===== src/rtl/button_event_gen.sv =====
// Turns a debounced switch level into single-cycle press/release/long-press/repeat
// events, plus a held level and a wrapping press counter.
//
// state | meaning
// IDLE  | released, waiting for a 0->1 edge
// SHORT | pressed, counting towards the long-press threshold
// LONG  | long-held, counting repeat intervals while repeat is enabled
module button_event_gen #(
    parameter int unsigned c_LONG_PRESS_CYCLES = 12500000,
    parameter int unsigned c_REPEAT_CYCLES     = 2500000,
    parameter int unsigned c_CNT_WIDTH         = 24
) (
    input  logic       i_Clk,
    input  logic       i_Reset,
    input  logic       i_Switch,
    input  logic       i_Repeat_En,
    output logic       o_Press,
    output logic       o_Release,
    output logic       o_Long_Press,
    output logic       o_Repeat,
    output logic       o_Held,
    output logic [7:0] o_Press_Count
);

    typedef enum logic [1:0] {
        ST_IDLE  = 2'd0,
        ST_SHORT = 2'd1,
        ST_LONG  = 2'd2
    } state_t;

    localparam logic [c_CNT_WIDTH-1:0] LONG_LAST = c_CNT_WIDTH'(c_LONG_PRESS_CYCLES - 1);
    localparam logic [c_CNT_WIDTH-1:0] REP_LAST  = c_CNT_WIDTH'(c_REPEAT_CYCLES - 1);
    localparam logic [c_CNT_WIDTH-1:0] CNT_ONE   = c_CNT_WIDTH'(1);

    state_t                 state_q, state_d;
    logic [c_CNT_WIDTH-1:0] cnt_q, cnt_d;
    logic                   prev_q;
    logic                   press_q, press_d;
    logic                   release_q, release_d;
    logic                   long_q, long_d;
    logic                   repeat_q, repeat_d;
    logic                   held_q, held_d;
    logic [7:0]             count_q, count_d;
    logic                   rise;

    // prev_q resets high so a switch held through reset never counts as a press
    always_ff @(posedge i_Clk) begin
        if (i_Reset) begin
            state_q   <= ST_IDLE;
            cnt_q     <= '0;
            prev_q    <= 1'b1;
            press_q   <= 1'b0;
            release_q <= 1'b0;
            long_q    <= 1'b0;
            repeat_q  <= 1'b0;
            held_q    <= 1'b0;
            count_q   <= 8'd0;
        end else begin
            state_q   <= state_d;
            cnt_q     <= cnt_d;
            prev_q    <= i_Switch;
            press_q   <= press_d;
            release_q <= release_d;
            long_q    <= long_d;
            repeat_q  <= repeat_d;
            held_q    <= held_d;
            count_q   <= count_d;
        end
    end

    assign rise = i_Switch & ~prev_q;

    always_comb begin
        state_d   = state_q;
        cnt_d     = cnt_q;
        press_d   = 1'b0;
        release_d = 1'b0;
        long_d    = 1'b0;
        repeat_d  = 1'b0;
        held_d    = held_q;
        count_d   = count_q;

        case (state_q)
            ST_IDLE: begin
                if (rise) begin
                    state_d = ST_SHORT;
                    cnt_d   = '0;
                    press_d = 1'b1;
                    held_d  = 1'b1;
                    count_d = count_q + 8'd1;
                end
            end
            ST_SHORT: begin
                // Release is tested first so it wins over a coincident threshold
                if (!i_Switch) begin
                    state_d   = ST_IDLE;
                    cnt_d     = '0;
                    release_d = 1'b1;
                    held_d    = 1'b0;
                end else if (cnt_q == LONG_LAST) begin
                    state_d = ST_LONG;
                    cnt_d   = '0;
                    long_d  = 1'b1;
                end else begin
                    cnt_d = cnt_q + CNT_ONE;
                end
            end
            ST_LONG: begin
                if (!i_Switch) begin
                    state_d   = ST_IDLE;
                    cnt_d     = '0;
                    release_d = 1'b1;
                    held_d    = 1'b0;
                end else if (!i_Repeat_En) begin
                    cnt_d = '0;
                end else if (cnt_q == REP_LAST) begin
                    cnt_d    = '0;
                    repeat_d = 1'b1;
                end else begin
                    cnt_d = cnt_q + CNT_ONE;
                end
            end
            default: begin
                state_d = ST_IDLE;
                cnt_d   = '0;
                held_d  = 1'b0;
            end
        endcase
    end

    assign o_Press       = press_q;
    assign o_Release     = release_q;
    assign o_Long_Press  = long_q;
    assign o_Repeat      = repeat_q;
    assign o_Held        = held_q;
    assign o_Press_Count = count_q;

endmodule


===== config.mk =====
export PLATFORM = sky130hd
export DESIGN_NAME = button_event_gen
export DESIGN_NICKNAME = d
export VERILOG_FILES = /design/src/rtl/button_event_gen.sv
export SDC_FILE = /design/constraint.sdc
export NUM_CORES = 1
export LEC_CHECK = 0
export ABC_AREA = 1
export CORE_MARGIN = 2
export CORE_UTILIZATION = 52
export CTS_CLUSTER_DIAMETER = 50
export CTS_CLUSTER_SIZE = 12
export DETAILED_ROUTE_END_ITERATION = 7
export PLACE_DENSITY_LB_ADDON = 0.05
export SLEW_MARGIN = 30
export SYNTH_ARGS = -nofsm -noshare
export SYNTH_HDL_FRONTEND = slang
export SYNTH_SLANG_ARGS = --single-unit

===== constraint.sdc =====
create_clock -name i_Clk -period 1.4 [get_ports i_Clk]
set_input_delay 0.42 -clock i_Clk [delete_from_list [all_inputs] [get_ports i_Clk]]
set_output_delay 0.42 -clock i_Clk [all_outputs]
set_load 0.01 [all_outputs]

==> results.yml <==
yosys:
  synth_area_leaders: "dfxtp_1 36%, nand2_1 12%, nor2_1 8.3%"
  synth_cells: 335
  yosys_warnings: 0
  synth_area_mm2: 0.00225
  syn_area_per_cell_um2: 6.72
  yosysTopAreaCellShare_pct: 35.6
  synth_cell_types: 28
  ys_ff_latch: 40
  synth_top_cell_by_area: "dfxtp_1"
  ys_seq_area_share_pct: 35.6
  synth.net_count: 344
grt:
  grt_pass1_vias: 2429
  grt_max_degree: 13
  overflow: 0
  antenna_found_initial: 0
  grt_first_pass_wirelength_mm: 11.0
  grt_use_total_pct: 28.4
placed_design:
  numPortBuffers: 16
  hpwl_mm: 4.47
  place.gp.congestion: 0.904
  place_area_mm2: 0.00296
  place_ws_ps: -565
setup_path:
  crit_required_ps: 1650
  worst_path_largest_cell_delay_ps: 370
  path_common_cell: "nand2_1"
  r2r_cells: 11
  cp_num_cells: 11
  cp_slowest_cell: "dfxtp_1"
  crit_path_max_fanout: 5
  crit_family: "simple AND/OR/NAND/NOR gates"
  rr_endpoint: "cnt_q[23]$_SDFFE_PP0P_"
  r2r_setup_slack_ps: -150
  critPathKind: "flip-flop to flip-flop"
  worstPathArrival_ps: 1800
  path_buf_inv: 3
  cp-startpoint: "cnt_q[16]$_SDFFE_PP0P_"
  r2r-start: "cnt_q[16]$_SDFFE_PP0P_"
  end_kind: "flip-flop"
  cp-endpoint: "cnt_q[23]$_SDFFE_PP0P_"
  cp_cell_sequence: "buf_4 > nand2_1 > nor2_1 > nand3b_1 > nor2_2 > nand2_1 > nand2_1 > nand2_1 > inv_1 > nand3_1 > inv_1"
  startpoint_type: "flip-flop"
pwr:
  p_switching_uw: 864
  p_comb_share_pct: 25.5
  p_sw_share_pct: 30.2
  internal_power_uw: 2000
  clock_power_share_pct: 33.5
  seq_power_share_pct: 41.1
  power_density_mw_per_mm2: 816
  power_leakage_uw: 0.00147
  vdd_drop_max_v: 0.000696
sta:
  hold_viol: 0
  fin_crit_ps: 1550
  rsz0062_at_grt: "yes"
  setup_ws_ps: -148
  drv_slew: 0
  setup_violations: 28
  relSlewSlack_pct: 76.1
  fmax_mhz: 646
  tightest_slew_ps: 357
  setup_tns_ps: -2940
  skew_ps: 8.82
  final.period_utilization_pct: 111
drt:
  drtIter0Drc: 254
  antenna_left: 0
  wl_per_cell_um: 16.9
  vias: 2739
  wirelength_mm: 8.08
  drc: 0
  vias_per_cell: 5.74
  firstDrtPassIters: 5
final_layout:
  drive_gt1_share_pct: 46.1
  fin_nets: 435
  syn_to_final_growth_pct: 56.0
  n_antenna_cell: 0
  layout_commonest_cell: "buf_4"
  mostFrequentLayoutCells: "64 x buf_4, 63 x nand2_1, 35 x nor2_1"
  final_area_mm2: 0.00351
min_path:
  worstHoldPathType: "flip-flop to flip-flop"
flow_run:
  cap_viol_max_count: 0
floorplanning:
  num_rows: 23
  dieHeight_um: 69.8
  start_util_pct: 55.1
  fp.dieArea_mm2: 0.00487
  core_area_mm2: 0.00409
  fp.dieW_um: 69.8
  ios: 17
clock_tree:
  clk_pin_slew_ps: 80
  cts_tree: "built"
  numCtsBuffers: 5
  cts-root-buf: "clkbuf_8"
  htreeDepth: 2
  clock-sinks: 40
  clk_latency_ps: 300
  cts_buffer_depth: 2
status:
  violations: "negative setup slack"
  outcome: "complete, but fails checks"
sequential cells by signal, summed over array words and instances, names as in the netlist:
register       count
cnt_q             24
o_Held             1
o_Long_Press       1
o_Press            1
o_Press_Count      8
o_Release          1
o_Repeat           1
prev_q             1
state_q            2
how the worst min path moves through the flow:
stage	start	endpoint	slack (ps)	cells past startpoint
final	o_Press_Count[7]$_SDFFE_PP0P_	o_Press_Count[7]$_SDFFE_PP0P_	480	2
after global routing	o_Press_Count[6]$_SDFFE_PP0P_	o_Press_Count[6]$_SDFFE_PP0P_	520	2
after CTS	o_Press_Count[7]$_SDFFE_PP0P_	o_Press_Count[7]$_SDFFE_PP0P_	490	2
after detailed placement	o_Press_Count[7]$_SDFFE_PP0P_	o_Press_Count[7]$_SDFFE_PP0P_	470	2
after global placement	o_Press_Count[7]$_SDFFE_PP0P_	o_Press_Count[7]$_SDFFE_PP0P_	460	2
after floorplan	state_q[1]$_SDFFE_PP0P_	state_q[1]$_SDFFE_PP0P_	460	2
kinds of logic (layout without fill, tap and decap cells):
| kind of cell | count (synthesis) | after routing | synth area share (%) |
|---|---|---|---|
| flops | 40 | 40 | 35.6 |
| compound gates | 35 | 35 | 8.45 |
| simple gates | 198 | 199 | 40.8 |
| fa+ha+maj | 5 | 5 | 2.78 |
| xor+xnor | 9 | 9 | 3.50 |
| buf+inv | 48 | 139 | 8.90 |
tightest hold or removal path: stages (launching register included):
cell and delay (ps):
dfxtp_1 320, inv_1 70, a21oi_1 60
layer usage:
layer / track usage (%) / vias up / wire (um) / part of all wire (%)
li1: - / 1256 / - / -
met1: 34.2 / 1266 / 3080 / 38
met2: 47.9 / 156 / 3950 / 49
met3: 5.81 / 61 / 603 / 7.5
met4: 13.5 / 0 / 446 / 5.5
met5: 0 / - / 0 / 0
power groups by stage:
stage          clock network [uW]  logic (uW)  registers, uW
2_1_floorplan                   0         314           1200
3_3_place_gp                    0         517           1200
3_5_place_dp                    0         525           1200
4_1_cts                       956         650           1170
5_1_grt                      1000         770           1180
6_report                      958         729           1180
stage by stage:
step	hold WS, ps	utilization, %	cells	power (uW)
finish	483	85.9	477	2860
global route	523	85.9	477	2950
CTS	486	81.4	474	2780
detailed placement	472	72.4	460	1720
global placement	460	72.4	460	1710
floorplan	456	-	335	1520
Yosys cell counts, drive strengths merged:
cell type,instances
a21oi,20
a31o,2
buf,3
clkbuf,2
clkinv,2
dfxtp,40
ha,5
inv,41
nand2,82
nand3,28
nand3b,1
nand4,10
nor2,68
nor3,6
nor4,3
o21a,1
o21ai,9
o21bai,1
o22ai,2
xnor2,1
xor2,8
area by class of cell:
class | count | area, um^2
multi-input cells | 248 | 1630
flip-flops and latches | 40 | 827
repair buffers | 88 | 709
fillers | 215 | 578
inverters | 43 | 168
clock buffers | 6 | 72.6
well taps | 50 | 62.6
clock inverters | 2 | 35.0
timing repair:
item | 4_1_cts | 5_1_grt
setup buffers | 5 | 4
resized for setup | 80 | 47
pin swaps | 21 | 15
endpoints found under the setup margin | 45 | 34
hold buffers | 0 | 0
cloned | 1 | 0
No activity file was read; power rests on OpenSTA's default activity.
